**src/rtl/pdm_pkg.sv**
```systemverilog
// pdm_pkg
// Shared types and elaboration-time helpers for the PDM microphone capture block.
//   pdm_chan_e : channel tag carried with every amplitude result
//   clk_count  : m_clk half-period in system clock cycles
//   amp_width  : bits needed to hold 0..WINDOW
//   idx_width  : index width for n items, never below 1
package pdm_pkg;

    typedef enum logic {
        PDM_LEFT  = 1'b0,
        PDM_RIGHT = 1'b1
    } pdm_chan_e;

    // Integer-truncated half-period; the 64-bit product avoids overflow for large CLK_FREQ.
    function automatic int unsigned clk_count(input int unsigned clk_freq,
                                              input int unsigned sample_rate);
        logic [63:0] num;
        logic [63:0] den;
        num = 64'(clk_freq) * 64'd1000000;
        den = 64'(sample_rate) << 1;
        return 32'(num / den);
    endfunction

    function automatic int unsigned amp_width(input int unsigned window);
        return $clog2(window + 1);
    endfunction

    function automatic int unsigned idx_width(input int unsigned n);
        return (n > 1) ? $clog2(n) : 1;
    endfunction

endpackage

```
**src/rtl/pdm_capture_if.sv**
```systemverilog
// pdm_capture_if
// Amplitude result bus from the PDM capture block to its consumer.
//   amplitude       : count of ones in the completed window
//   amplitude_chan  : 0 = left, 1 = right
//   amplitude_phase : integration phase that produced the result
//   amplitude_valid : one-cycle strobe qualifying the fields above
// Modports: master (producer, pdm_capture) and slave (consumer).
interface pdm_capture_if #(
    parameter int unsigned AMP_W   = pdm_pkg::amp_width(128),
    parameter int unsigned PHASE_W = 1
);
    logic [AMP_W-1:0]   amplitude;
    logic               amplitude_chan;
    logic [PHASE_W-1:0] amplitude_phase;
    logic               amplitude_valid;

    modport master (output amplitude, amplitude_chan, amplitude_phase, amplitude_valid);
    modport slave  (input  amplitude, amplitude_chan, amplitude_phase, amplitude_valid);

endinterface

```
**src/rtl/pdm_clk_gen.sv**
```systemverilog
// pdm_clk_gen
// Microphone clock generator. Divides clk by 2*CLK_COUNT and flags the cycles on which
// m_clk is about to change, which are the PDM data sampling points.
//   clk, rst   : system clock, synchronous active-high reset
//   enable     : low holds m_clk at 0 and clears the divider
//   m_clk      : microphone clock
//   m_clk_en   : one-cycle pulse in the first cycle m_clk is high
//   rise_tick  : m_clk is low and rises at the next edge (right-channel sample point)
//   fall_tick  : m_clk is high and falls at the next edge (left-channel sample point)
module pdm_clk_gen #(
    parameter int unsigned CLK_COUNT = 20
) (
    input  logic clk,
    input  logic rst,
    input  logic enable,
    output logic m_clk,
    output logic m_clk_en,
    output logic rise_tick,
    output logic fall_tick
);

    localparam int unsigned      CNT_W   = pdm_pkg::idx_width(CLK_COUNT);
    localparam logic [CNT_W-1:0] CNT_MAX = CNT_W'(CLK_COUNT - 1);

    logic [CNT_W-1:0] clk_counter;
    logic             wrap;

    // Gated by enable so a tick can never fire in the cycle enable drops.
    assign wrap      = enable && (clk_counter == CNT_MAX);
    assign rise_tick = wrap && !m_clk;
    assign fall_tick = wrap && m_clk;

    always_ff @(posedge clk) begin
        if (rst || !enable) begin
            clk_counter <= '0;
            m_clk       <= 1'b0;
            m_clk_en    <= 1'b0;
        end else begin
            clk_counter <= wrap ? '0 : clk_counter + 1'b1;
            m_clk       <= m_clk ^ wrap;
            m_clk_en    <= rise_tick;
        end
    end

endmodule

```
**src/rtl/pdm_capture.sv**
```systemverilog
// pdm_capture
// PDM microphone front end: drives m_clk, samples the shared PDM data line (left on the
// falling half, right on the rising half when STEREO=1) and integrates WINDOW bits per
// result in NUM_PHASES staggered windows per channel.
//   clk, rst  : system clock, synchronous active-high reset
//   enable    : run enable; low stops m_clk and returns all capture state to cold
//   m_clk     : microphone clock
//   m_clk_en  : one-cycle pulse in the first clk cycle m_clk is high
//   m_data    : PDM data from the microphone(s)
//   amp       : result bus (amplitude, amplitude_chan, amplitude_phase, amplitude_valid)
module pdm_capture import pdm_pkg::*; #(
    parameter int unsigned CLK_FREQ    = 100,
    parameter int unsigned SAMPLE_RATE = 2400000,
    parameter int unsigned WINDOW      = 128,
    parameter int unsigned PERIOD      = 200,
    parameter int unsigned NUM_PHASES  = 2,
    parameter int unsigned STEREO      = 0,
    parameter int unsigned DISCARD     = 0
) (
    input  logic          clk,
    input  logic          rst,
    input  logic          enable,
    output logic          m_clk,
    output logic          m_clk_en,
    input  logic          m_data,
    pdm_capture_if.master amp
);

    localparam int unsigned CLK_COUNT = clk_count(CLK_FREQ, SAMPLE_RATE);
    localparam int unsigned AMP_W     = amp_width(WINDOW);
    localparam int unsigned PHASE_W   = idx_width(NUM_PHASES);
    localparam int unsigned TICK_W    = idx_width(PERIOD);
    localparam int unsigned DISC_W    = idx_width(DISCARD + 1);
    localparam int unsigned NUM_CHANS = (STEREO != 0) ? 2 : 1;
    localparam int unsigned NUM_SLOTS = NUM_CHANS * NUM_PHASES;
    localparam int unsigned STRIDE    = PERIOD / NUM_PHASES;

    localparam logic [TICK_W-1:0] TICK_MAX = TICK_W'(PERIOD - 1);
    localparam logic [AMP_W-1:0]  WIN_LEN  = AMP_W'(WINDOW);
    localparam logic [DISC_W-1:0] DISC_MAX = DISC_W'(DISCARD);

    if (CLK_COUNT < 2) begin : g_bad_clk_count
        $error("pdm_capture: CLK_FREQ/SAMPLE_RATE gives CLK_COUNT below 2");
    end
    if (WINDOW < 1 || WINDOW > PERIOD) begin : g_bad_window
        $error("pdm_capture: WINDOW must be in 1..PERIOD");
    end
    if (NUM_PHASES < 1 || (PERIOD % NUM_PHASES) != 0) begin : g_bad_phases
        $error("pdm_capture: PERIOD must be a multiple of NUM_PHASES");
    end

    logic rise_tick;
    logic fall_tick;

    pdm_clk_gen #(
        .CLK_COUNT (CLK_COUNT)
    ) u_clk_gen (
        .clk       (clk),
        .rst       (rst),
        .enable    (enable),
        .m_clk     (m_clk),
        .m_clk_en  (m_clk_en),
        .rise_tick (rise_tick),
        .fall_tick (fall_tick)
    );

    // Channel 0 (left) ticks at the end of the high half, channel 1 (right) at the end of
    // the low half, so the two channels never tick in the same cycle.
    logic [NUM_CHANS-1:0] chan_tick;

    if (STEREO != 0) begin : g_stereo_ticks
        assign chan_tick = {rise_tick, fall_tick};
    end else begin : g_mono_ticks
        logic unused_rise_tick;
        assign unused_rise_tick = rise_tick;
        assign chan_tick        = fall_tick;
    end

    // Flattened per-slot completion flags and results, slot = chan * NUM_PHASES + phase.
    logic [NUM_SLOTS-1:0] emit;
    logic [AMP_W-1:0]     result [NUM_SLOTS];

    for (genvar c = 0; c < NUM_CHANS; c++) begin : g_chan
        logic [TICK_W-1:0] tick_count;

        always_ff @(posedge clk) begin
            if (rst || !enable) begin
                tick_count <= '0;
            end else if (chan_tick[c]) begin
                tick_count <= (tick_count == TICK_MAX) ? '0 : tick_count + 1'b1;
            end
        end

        for (genvar p = 0; p < NUM_PHASES; p++) begin : g_phase
            localparam int unsigned       SLOT  = c * NUM_PHASES + p;
            localparam logic [TICK_W-1:0] START = TICK_W'(p * STRIDE);

            logic              active;
            logic              start;
            logic              step;
            logic              done;
            logic [AMP_W-1:0]  acc;
            logic [AMP_W-1:0]  acc_next;
            logic [AMP_W-1:0]  bits;
            logic [AMP_W-1:0]  bits_next;
            logic [DISC_W-1:0] discarded;

            assign start     = (tick_count == START);
            assign step      = chan_tick[c] && (start || active);
            // The start tick reloads, so the first bit of a window is never added to stale data.
            assign acc_next  = (start ? '0 : acc) + AMP_W'(m_data);
            assign bits_next = (start ? '0 : bits) + 1'b1;
            assign done      = step && (bits_next == WIN_LEN);

            always_ff @(posedge clk) begin
                if (rst || !enable) begin
                    active    <= 1'b0;
                    acc       <= '0;
                    bits      <= '0;
                    discarded <= '0;
                end else if (step) begin
                    acc    <= acc_next;
                    bits   <= bits_next;
                    active <= !done;
                    if (done && (discarded != DISC_MAX)) begin
                        discarded <= discarded + 1'b1;
                    end
                end
            end

            assign emit[SLOT]   = done && (discarded == DISC_MAX);
            assign result[SLOT] = acc_next;
        end
    end

    // Phase starts are distinct and channels tick on different cycles, so at most one slot
    // emits per cycle and a plain scan suffices.
    logic               any_emit;
    logic [AMP_W-1:0]   sel_amp;
    pdm_chan_e          sel_chan;
    logic [PHASE_W-1:0] sel_phase;

    always_comb begin
        any_emit  = 1'b0;
        sel_amp   = '0;
        sel_chan  = PDM_LEFT;
        sel_phase = '0;
        for (int i = 0; i < NUM_SLOTS; i++) begin
            if (emit[i]) begin
                any_emit  = 1'b1;
                sel_amp   = result[i];
                sel_chan  = (i >= NUM_PHASES) ? PDM_RIGHT : PDM_LEFT;
                sel_phase = PHASE_W'(i % NUM_PHASES);
            end
        end
    end

    always_ff @(posedge clk) begin
        if (rst) begin
            amp.amplitude_valid <= 1'b0;
            amp.amplitude       <= '0;
            amp.amplitude_chan  <= PDM_LEFT;
            amp.amplitude_phase <= '0;
        end else begin
            amp.amplitude_valid <= any_emit;
            if (any_emit) begin
                amp.amplitude       <= sel_amp;
                amp.amplitude_chan  <= sel_chan;
                amp.amplitude_phase <= sel_phase;
            end
        end
    end

endmodule
```
**src/flat_wrapper.sv**
```systemverilog
// flat-port wrapper written by rule: the top's interface ports become plain ports
module pdm_capture_flat import pdm_pkg::*;
#(
    parameter int unsigned CLK_FREQ    = 100,
    parameter int unsigned SAMPLE_RATE = 2400000,
    parameter int unsigned WINDOW      = 128,
    parameter int unsigned PERIOD      = 200,
    parameter int unsigned NUM_PHASES  = 2,
    parameter int unsigned STEREO      = 0,
    parameter int unsigned DISCARD     = 0
)
  (clk, rst, enable, m_clk, m_clk_en, m_data, amp_amplitude, amp_amplitude_chan, amp_amplitude_phase, amp_amplitude_valid);
  pdm_capture_if amp_i ();
  input  logic clk;
  input  logic rst;
  input  logic enable;
  output logic m_clk;
  output logic m_clk_en;
  input  logic m_data;
  output wire logic [$bits(amp_i.amplitude)-1:0] amp_amplitude;
  output wire logic [$bits(amp_i.amplitude_chan)-1:0] amp_amplitude_chan;
  output wire logic [$bits(amp_i.amplitude_phase)-1:0] amp_amplitude_phase;
  output wire logic [$bits(amp_i.amplitude_valid)-1:0] amp_amplitude_valid;
  assign amp_amplitude = amp_i.amplitude;
  assign amp_amplitude_chan = amp_i.amplitude_chan;
  assign amp_amplitude_phase = amp_i.amplitude_phase;
  assign amp_amplitude_valid = amp_i.amplitude_valid;
  pdm_capture #(.CLK_FREQ(CLK_FREQ), .SAMPLE_RATE(SAMPLE_RATE), .WINDOW(WINDOW), .PERIOD(PERIOD), .NUM_PHASES(NUM_PHASES), .STEREO(STEREO), .DISCARD(DISCARD)) u_core (.clk(clk), .rst(rst), .enable(enable), .m_clk(m_clk), .m_clk_en(m_clk_en), .m_data(m_data), .amp(amp_i));
endmodule
```
**config.mk**
```make
export PLATFORM = sky130hd
export DESIGN_NAME = pdm_capture_flat
export DESIGN_NICKNAME = d
export VERILOG_FILES = /design/src/rtl/pdm_pkg.sv /design/src/rtl/pdm_capture_if.sv /design/src/rtl/pdm_clk_gen.sv /design/src/rtl/pdm_capture.sv /design/src/flat_wrapper.sv
export SDC_FILE = /design/constraint.sdc
export NUM_CORES = 1
export LEC_CHECK = 0
export CELL_PAD_IN_SITES_DETAIL_PLACEMENT = 0
export CELL_PAD_IN_SITES_GLOBAL_PLACEMENT = 1
export CORE_ASPECT_RATIO = 0.5
export CORE_MARGIN = 10
export CORE_UTILIZATION = 49
export CTS_CLUSTER_SIZE = 28
export DETAILED_ROUTE_END_ITERATION = 12
export GPL_TIMING_DRIVEN = 0
export PLACE_DENSITY = 0.85
export SYNTH_ARGS = -nofsm -noshare
export SYNTH_HDL_FRONTEND = slang
export SYNTH_HIERARCHICAL = 1
export SYNTH_SLANG_ARGS = --single-unit
```
**constraint.sdc**
```tcl
create_clock -name clk -period 10.25 [get_ports clk]
set_input_delay 2.05 -clock clk [delete_from_list [all_inputs] [get_ports clk]]
set_output_delay 2.05 -clock clk [all_outputs]
set_load 0.005 [all_outputs]
```
After elaboration in Yosys (flattened, before gate mapping)
Index checks and enable logic that the tools add are counted.
{"block": "op_classes", "addsub": 8, "n_eq_ne": 5, "n_mux": 10, "bitwise": 3, "reduce_logical": 22}
{"op": "$mux 8", "count": 7}
{"op": "$add 8x1->8 const B", "count": 3}
{"op": "$eq 8x8->1 const B", "count": 3}
{"op": "$add 8x1->8", "count": 2}
{"op": "$logic_and 1x1->1", "count": 11}
{"op": "$eq 8x7->1 const B", "count": 1}
{"op": "$logic_not 8->1", "count": 1}
{"op": "$add 5x1->5 const B", "count": 1}
{"op": "$eq 5x5->1 const B", "count": 1}
{"op": "$logic_not 1->1", "count": 4}
{"op": "$reduce_and 2->1", "count": 2}
{"op": "$logic_or 1x1->1", "count": 3}
{"op": "$mux 1", "count": 3}
{"op": "$add 1x1->1 const B", "count": 2}
{"op": "$not 1->1", "count": 2}
{"op": "$reduce_or 2->1", "count": 1}
{"op": "$xor 1x1->1", "count": 1}
{"block": "totals", "regBits": 61, "input_bits": 4, "out_inout_bits": 13, "elab_cells": 63}

Depth between registers and ports, before layout
Gate-level depths: netlist of run 1.
{"block": "depth", "word_depth": 8, "mapped_depth": 13, "ltp_nobuf": 12}

Cells and area by module
Netlist of run 1, hierarchy kept.
{"module": "pdm_capture", "n_inst": 1, "cells_each": 373, "area_each_um2": 3064.2, "seq_area_each_um2": 1081.0}
{"module": "pdm_clk_gen", "n_inst": 1, "cells_each": 29, "area_each_um2": 286.5, "seq_area_each_um2": 140.1}

Least setup slack after synthesis of run 1
Ideal clock, no wire load.
{"block": "synth_timing", "path_type": "input port to flip-flop", "startpoint": "input port enable", "endpoint": "register u_core.amp.amplitude[2]", "setup_time_ns": 0.121, "t_arrival_ns": 3.509, "required_time_ns": 10.129, "path_slack_ns": 6.621, "stages": 6, "path_buffers": 1, "path_cell_list": "and2_2 > ha_1 > bufbuf_16 > o2111ai_1 > nor4b_4 > mux2_2"}
{"block": "synth_via", "elab_chain_cells": 7, "word_cells_on_any_way": 12}
{"item": "from (decl)", "line": "flat_wrapper.sv:16", "source": "input logic enable;"}
{"item": "$logic_and 1x1->1 (*)", "line": "pdm_clk_gen.sv:29", "source": "assign wrap = enable && (clk_counter == CNT_MAX);"}
{"item": "$logic_and 1x1->1 (*)", "line": "pdm_clk_gen.sv:31", "source": "assign fall_tick = wrap && m_clk;"}
{"item": "named net u_core.chan_tick", "line": "pdm_capture.sv:69", "source": "logic [NUM_CHANS-1:0] chan_tick;"}
{"item": "$logic_and 1x1->1", "line": "pdm_capture.sv:109", "source": "assign step = chan_tick[c] && (start || active);"}
{"item": "$logic_and 1x1->1", "line": "pdm_capture.sv:113", "source": "assign done = step && (bits_next == WIN_LEN);"}
{"item": "$logic_and 1x1->1", "line": "pdm_capture.sv:131", "source": "assign emit[SLOT] = done && (discarded == DISC_MAX);"}
{"item": "$mux 8 or $mux 1 (tied branches) (2 in a row)", "line": "pdm_capture.sv:149", "source": "if (emit[i]) begin"}
{"item": "to (signal assigned)", "line": "pdm_capture.sv:167", "source": "amp.amplitude <= sel_amp;"}
{"item": "to (decl)", "line": "pdm_capture_if.sv:17", "source": "modport master (output amplitude, amplitude_chan, amplitude_phase, amplitude_valid);"}
The timed path passes the listed nets; every way through them passes the cells marked *.
A chain may end at the register's enable or synchronous reset.

Final worst setup path of run 1
{"block": "layout_timing", "startpoint": "input port enable", "endpoint": "register u_core.g_chan[0].g_phase[1].acc[3]"}
{"block": "layout_via", "elab_chain_cells": 3, "word_cells_on_any_way": 5}
{"item": "$logic_and 1x1->1", "line": "pdm_clk_gen.sv:29"}
{"item": "$logic_and 1x1->1", "line": "pdm_clk_gen.sv:31"}
{"item": "named net u_core.chan_tick", "line": "pdm_capture.sv:69"}
{"item": "$logic_and 1x1->1", "line": "pdm_capture.sv:109"}
{"item": "to (signal assigned)", "line": "pdm_capture.sv:122", "source": "acc <= acc_next;"}
{"item": "to (decl)", "line": "pdm_capture.sv:102", "source": "logic [AMP_W-1:0] acc;"}
The timed path passes the listed nets, and every way through them passes these cells.

==> results of run 1 <==
## cell type report
class | count | area (um^2) | share of cell area
multi-input combinational | 316 | 1950 | 0.496
sequential | 61 | 1220 | 0.311
clock buffer | 9 | 225 | 0.0573
timing repair buffer | 15 | 150 | 0.0382
buffer | 17 | 150 | 0.0382
tap | 92 | 115 | 0.0293
clock inverter | 7 | 90.1 | 0.0229
inverter | 8 | 30.0 | 0.00764
## registers in the layout (all words and copies together) (netlist names)
register and count:
u_core/g_chan.g_phase.bits 16, u_core/g_chan.g_phase.acc 16, u_core/u_clk_gen/clk_counter 5, u_core/g_chan.tick_count 8
u_core/amp.amplitude_valid 1, u_core/g_chan.g_phase.active 2, u_core/amp.amplitude_phase 1, u_core/u_clk_gen/m_clk_en 1
u_core/amp.amplitude 8, u_core/u_clk_gen/m_clk 1, u_core/g_chan.g_phase.discarded 2
## power by group through the flow
stage | sequential (W) | combinational [W] | clock, W
2_1_floorplan | 0.000243 | 0.00000525 | 0
3_3_place_gp | 0.000243 | 0.00000926 | 0
3_5_place_dp | 0.000243 | 0.00000950 | 0
4_1_cts | 0.000238 | 0.00000943 | 0.000327
5_1_grt | 0.000238 | 0.0000104 | 0.000337
6_report | 0.000238 | 0.00000951 | 0.000320
## stage by stage
step / hold slack [ps] / area (um^2)
floorplan: 417 / 3350
global placement: 425 / 3620
detailed placement: 440 / 3620
CTS: 451 / 3930
global route: 471 / 3930
finish: 449 / 3930
## worst max-delay path by stage
stage / end / slack [ps] / cells after the start / start
floorplan: u_core/amp.amplitude[2] / 6620 / 6 / enable
global placement: u_core/g_chan[0].g_phase[1].acc[3] / 5610 / 9 / enable
detailed placement: u_core/g_chan[0].g_phase[1].acc[3] / 5560 / 9 / enable
CTS: u_core/g_chan[0].g_phase[1].acc[3] / 5890 / 9 / enable
global route: u_core/g_chan[0].g_phase[1].acc[3] / 5650 / 9 / enable
finish: u_core/g_chan[0].g_phase[1].acc[3] / 5860 / 9 / enable
## critical path: cells and delay by family
family / cells / cell delay [ps]
buffers and inverters: 4 / 1530
AO/OA/AOI/OAI: 3 / 670
AND/OR/NAND/NOR: 1 / 190
adder cells (fa/ha/maj): 1 / 130
## kinds of logic after synthesis
| logic type | after synthesis | share of synthesized area |
|---|---|---|
| other cells | 1 | 0.00112 |
| compound gates | 91 | 0.166 |
| mux | 13 | 0.0411 |
| simple gates | 180 | 0.280 |
| fa+ha+maj | 11 | 0.0411 |
| flops | 61 | 0.364 |
| buf+inv | 25 | 0.0538 |
| xor+xnor | 20 | 0.0523 |
## cell usage after synthesis (2+ instances only)
| master | number |
|---|---|
| a211oi_1 | 4 |
| a21boi_0 | 4 |
| a21oi_1 | 28 |
| a22oi_1 | 7 |
| a31oi_1 | 2 |
| and2_1 | 9 |
| and2_2 | 2 |
| and3_1 | 7 |
| and3_2 | 2 |
| and4_1 | 2 |
| buf_2 | 3 |
| buf_4 | 2 |
| bufbuf_16 | 2 |
| clkbuf_1 | 8 |
| dfxtp_1 | 61 |
| ha_1 | 11 |
| inv_1 | 7 |
| mux2_2 | 6 |
| mux2i_1 | 7 |
| nand2_1 | 41 |
| nand2b_1 | 2 |
| nand3_1 | 16 |
| nand4_1 | 4 |
| nand4b_1 | 2 |
| nor2_1 | 48 |
| nor2b_1 | 5 |
| nor3_1 | 14 |
| nor4_1 | 3 |
| nor4b_1 | 2 |
| o211a_1 | 2 |
| o21a_1 | 5 |
| o21ai_0 | 26 |
| o21ai_1 | 2 |
| o31ai_1 | 4 |
| or3_1 | 9 |
| or4_1 | 3 |
| xnor2_1 | 7 |
| xor2_1 | 13 |
## metal layers
metal / up-vias / routed length (um) / GRT usage
met3: 9 / 437 / 0.0496
li1: 1486 / - / -
met2: 54 / 3720 / 0.228
met5: - / 0 / 0
met4: 0 / 78 / 0.0565
met1: 1427 / 3980 / 0.217
==> impl_metrics.env, run 1 <==
export IMPL_layout_commonest_cell="dfxtp_1"
export IMPL_synth_cell_types=58
export IMPL_rsz0062_at_grt="no"
export IMPL_timing_final_ws_setup_ps=5860
export IMPL_postCtsResizedCells=0
export IMPL_gp_congestion=0.863
export IMPL_postSynth_asyncResetShare=0
export IMPL_cts_reportedPaths_clkPinSlew_ps=50
export IMPL_cts_tree="built"
export IMPL_cts_sinks=61
export IMPL_tightest_slew_ps=927
export IMPL_core_area_um2=6650
export IMPL_hold_viol_final=0
export IMPL_worst_setup_path_start_kind="input port"
export IMPL_cts_max_level=3
export IMPL_die_height_um=78.5
export IMPL_postCtsSetupBuffers=0
export IMPL_viasPerCell=5.67
export IMPL_cts_made_buffers=9
export IMPL_die_x_um=137
export IMPL_power_total_w=0.000567
export IMPL_grt_max_degree=12
export IMPL_tns_ps=0
export IMPL_grt_pass1_vias=2707
export IMPL_drt_first_pass_iters=4
export IMPL_worstSetupEndpointType="flip-flop"
export IMPL_hpwl_um=6020
export IMPL_hp_class="reg2reg"
export IMPL_clk_latency_ps=330
export IMPL_powerDensity_nw_per_um2=144
export IMPL_power_frac_comb=0.017
export IMPL_synth_seq_cells=61
export IMPL_synth_area_per_cell_um2=8.34
export IMPL_worstPathArrival_ps=4580
export IMPL_antenna_found_initial=0
export IMPL_place_ws_ps=5560
export IMPL_num_nets_final=443
export IMPL_cts_hold_buf=0
export IMPL_antenna_cells=0
export IMPL_postRouteAntennaNets=0
export IMPL_dp_cells=509
export IMPL_p_sw_frac=0.204
export IMPL_cts_max_path_buffers=2
export IMPL_clkPwrFrac=0.564
export IMPL_finalSetupViolCount=0
export IMPL_period_needed_ps=4390
export IMPL_ff2ff_path_depth=12
export IMPL_ys_seq_area_frac=0.364
export IMPL_crit_type="in2reg"
export IMPL_maxCapViolCount=0
export IMPL_n_fill_cell=602
export IMPL_synthesis_area_um2=3350
export IMPL_grt_usage=0.158
export IMPL_p_leak_nw=1.37
export IMPL_max_freq_mhz=228
export IMPL_reg2reg_setup_slack_ps=6070
export IMPL_relSlewSlack=0.373
export IMPL_yosys_most_used_dff="dfxtp_1"
export IMPL_synth_top_area_share=0.364
export IMPL_worstHoldStart="u_core/u_clk_gen/clk_counter[0]"
export IMPL_grt_ovfl_total=0
export IMPL_drive_above_1_share=0.106
export IMPL_drtIter0Drc=223
export IMPL_fin_util=0.591
export IMPL_seqPwrFrac=0.420
export IMPL_drc=0
export IMPL_areaGrowthSynthToFinish_pct=17.3
export IMPL_path_cells="clkdlybuf4s50_1 > and2_2 > ha_1 > bufbuf_16 > clkbuf_1 > o21ai_0 > clkbuf_1 > o21ai_0 > a21oi_1"
export IMPL_io_buffers=15
export IMPL_fin_skew_ps=4.61
export IMPL_die_area_um2=10700
export IMPL_synth_area_leader_cell="dfxtp_1"
export IMPL_outcome="completed"
export IMPL_stdcell_count=525
export IMPL_drt_wl_total_um=8220
export IMPL_avgRoutedWirePerCell_um=15.7
export IMPL_synth_nets=417
export IMPL_final_cell_mix="dfxtp_1 (61), nor2_1 (48), nand2_1 (41)"
export IMPL_internal_power_w=0.000452
export IMPL_cp_max_fo=10
export IMPL_switching_power_w=0.000115
export IMPL_synthCells=402
export IMPL_io_pins=17
export IMPL_ys_warn_count=6
export IMPL_start_util=0.504
export IMPL_drv_slew=0
export IMPL_cp_slowest_cell="clkdlybuf4s50_1"
export IMPL_r2r_end="u_core/amp.amplitude[7]"
export IMPL_worstHoldPathCells=1
export IMPL_r2r_start="u_core/g_chan[0].tick_count[0]"
export IMPL_ir_drop_mv=0.101
export IMPL_root_buffer="clkbuf_16"
export IMPL_synth_edf_count=0
export IMPL_min_to="u_core/u_clk_gen/clk_counter[0]"
export IMPL_cp_required_ps=10440
export IMPL_cpPeakStageDelay_ps=570
export IMPL_grt_pass1_wl_um=13500
export IMPL_ys_top_cells_by_area="dfxtp_1 (36%), nor2_1 (5.4%), nand2_1 (4.6%)"
export IMPL_period_share=0.428
export IMPL_vias=2976
export IMPL_num_rows=21
No activity file was read; power rests on OpenSTA's default activity.
==> inputs of run 2 (changes only) <==
--- a/config.mk
+++ b/config.mk
@@ -9,11 +9,11 @@
 export CELL_PAD_IN_SITES_GLOBAL_PLACEMENT = 1
 export CORE_ASPECT_RATIO = 0.5
 export CORE_MARGIN = 10
-export CORE_UTILIZATION = 49
+export CORE_UTILIZATION = 41
 export CTS_CLUSTER_SIZE = 28
 export DETAILED_ROUTE_END_ITERATION = 12
 export GPL_TIMING_DRIVEN = 0
-export PLACE_DENSITY = 0.85
+export PLACE_DENSITY = 0.75
 export SYNTH_ARGS = -nofsm -noshare
 export SYNTH_HDL_FRONTEND = slang
 export SYNTH_HIERARCHICAL = 1
==> constraint.sdc (replaced) <==
create_clock -name clk -period 3.85 [get_ports clk]
set_input_delay 0.77 -clock clk [delete_from_list [all_inputs] [get_ports clk]]
set_output_delay 0.77 -clock clk [all_outputs]
set_load 0.005 [all_outputs]
==> run 2 against run 1 <==
Against the previous run:
- power grew to 2.7 times the previous value
- sequential share of layout area is 0.52 points lower
- setup slack worse by 5600 ps
- first-iteration DRC count is 20% lower
- clock power grew to 2.8 times the previous value
- clock skew is 2.3 ps higher
- non-clock buffer count is 2 higher
- sequential power grew to 2.7 times the previous value
- flip-flop and latch count stayed put
- register-to-register slack worse by 5800 ps
- wire length is 1.4% higher
- critical endpoint is now u_core/amp.amplitude[4]
- largest cell class unchanged
==> impl_metrics.env, run 2 (synthesized netlist as in run 1, its figures left out) <==
export IMPL_outcome="completed"
export IMPL_fin_skew_ps=6.91
export IMPL_grt_usage=0.137
export IMPL_finalSetupViolCount=0
export IMPL_power_total_w=0.00154
export IMPL_max_freq_mhz=279
export IMPL_die_x_um=148
export IMPL_grt_max_degree=11
export IMPL_clkPwrFrac=0.572
export IMPL_antenna_found_initial=0
export IMPL_num_nets_final=445
export IMPL_crit_end="u_core/amp.amplitude[4]"
export IMPL_maxCapViolCount=0
export IMPL_cts_reportedPaths_clkPinSlew_ps=50
export IMPL_cp_required_ps=4070
export IMPL_dp_cells=529
export IMPL_grt_pass1_wl_um=13800
export IMPL_drv_slew=0
export IMPL_root_buffer="clkbuf_16"
export IMPL_die_area_um2=12400
export IMPL_drc=0
export IMPL_io_pins=17
export IMPL_core_area_um2=7970
export IMPL_internal_power_w=0.00124
export IMPL_n_fill_cell=774
export IMPL_crit_type="reg2reg"
export IMPL_cts_tree="built"
export IMPL_worst_setup_path_start_kind="flip-flop"
export IMPL_stdcell_count=547
export IMPL_drt_wl_total_um=8340
export IMPL_cts_max_level=3
export IMPL_die_height_um=83.9
export IMPL_hp_class="reg2reg"
export IMPL_reg2reg_setup_slack_ps=270
export IMPL_drt_first_pass_iters=4
export IMPL_avgRoutedWirePerCell_um=15.2
export IMPL_rsz0062_at_grt="no"
export IMPL_multiInputGateArea_um2=1960
export IMPL_io_buffers=15
export IMPL_grt_ovfl_total=0
export IMPL_gp_congestion=0.803
export IMPL_seqPwrFrac=0.411
export IMPL_worstSetupEndpointType="flip-flop"
export IMPL_cts_max_path_buffers=2
export IMPL_vias=2884
export IMPL_tightest_slew_ps=616
export IMPL_power_frac_comb=0.017
export IMPL_areaGrowthSynthToFinish_pct=19.3
export IMPL_cp_max_fo=10
export IMPL_ff2ff_path_depth=13
export IMPL_worstPathArrival_ps=3800
export IMPL_powerDensity_nw_per_um2=385
export IMPL_period_needed_ps=3580
export IMPL_postRouteAntennaNets=0
export IMPL_period_share=0.930
export IMPL_viasPerCell=5.27
export IMPL_regArea_um2=1220
export IMPL_num_rows=23
export IMPL_cts_made_buffers=9
export IMPL_relSlewSlack=0.585
export IMPL_r2r_start="u_core/g_chan[0].tick_count[0]"
export IMPL_crit_start="u_core/g_chan[0].tick_count[0]"
export IMPL_r2r_end="u_core/amp.amplitude[4]"
export IMPL_cts_hold_buf=0
export IMPL_p_sw_frac=0.195
export IMPL_start_util=0.420
export IMPL_final_cell_mix="dfxtp_1 (61), nor2_1 (48), nand2_1 (41)"
export IMPL_cts_sinks=61
export IMPL_drive_above_1_share=0.110
export IMPL_hold_viol_final=0
export IMPL_tns_ps=0
export IMPL_drtIter0Drc=178
export IMPL_grt_pass1_vias=2808
export IMPL_p_leak_nw=1.41
export IMPL_ir_drop_mv=0.210
export IMPL_worstHoldStart="u_core/u_clk_gen/clk_counter[0]"
export IMPL_layout_commonest_cell="dfxtp_1"
export IMPL_top_regs="u_core/g_chan.g_phase.acc (16), u_core/g_chan.g_phase.bits (16)"
export IMPL_antenna_cells=0
export IMPL_switching_power_w=0.000301
export IMPL_clk_latency_ps=330
export IMPL_hpwl_um=6050
run 2: routing by layer:
metal / global-route usage / vias up / wire, um
met5: 0 / - / 0
met4: 0.0483 / 0 / 89
met3: 0.0357 / 7 / 258
met2: 0.216 / 42 / 3690
met1: 0.176 / 1344 / 4300
li1: - / 1491 / -
run 2: worst min path at each step:
| stage | to | depth (start not counted) |
|---|---|---|
| 6_report | u_core/u_clk_gen/clk_counter[0] | 1 |
| 3_5_place_dp | u_core/u_clk_gen/clk_counter[0] | 1 |
| 3_3_place_gp | u_core/u_clk_gen/clk_counter[0] | 1 |
| 2_1_floorplan | u_core/u_clk_gen/clk_counter[0] | 1 |
| 4_1_cts | u_core/u_clk_gen/clk_counter[0] | 1 |
| 5_1_grt | u_core/u_clk_gen/clk_counter[0] | 1 |
run 2: what timing repair did:
action                                 CTS  global route
setup buffers                            0             2
pin swaps                                0             1
gates resized for setup                  1             1
setup endpoints to repair                6             6
endpoints found under the hold margin    0             0
run 2: power by group through the flow:
| stage | clock (W) | combinational [W] | sequential, W |
|---|---|---|---|
| 2_1_floorplan | 0 | 0.0000140 | 0.000647 |
| 4_1_cts | 0.000902 | 0.0000255 | 0.000633 |
| 6_report | 0.000881 | 0.0000255 | 0.000634 |
| 3_3_place_gp | 0 | 0.0000253 | 0.000647 |
| 3_5_place_dp | 0 | 0.0000254 | 0.000647 |
| 5_1_grt | 0.000931 | 0.0000279 | 0.000633 |
run 2: per-stage QoR:
step | util | worst slack, ps | hold WS (ps) | area [um^2]
2_1_floorplan | - | 381 | 417 | 3350
3_3_place_gp | 0.457 | -288 | 431 | 3640
3_5_place_dp | 0.457 | -298 | 436 | 3640
4_1_cts | 0.499 | 68.0 | 444 | 3970
5_1_grt | 0.501 | 83.4 | 467 | 4000
6_report | 0.501 | 268 | 444 | 4000
run 2: final cells by class:
cell class,count,share of cell area
sequential,61,0.305
clock buffer,12,0.0642
clock inverter,4,0.0175
buffer,17,0.0376
inverter,8,0.00751
multi-input combinational,316,0.491
tap,112,0.0351
timing repair buffer,17,0.0413
run 2: critical path: stages, from the launching register on:
cell     delay [ps]
dfxtp_1         340
inv_1            70
ha_1            160
or4b_4          520
nor2_1          520
buf_2           340
nor2b_1          70
ha_1            200
ha_1            240
nand3_1         220
xor2_1          260
nor4_1           90
o21a_1          190
mux2_2          250
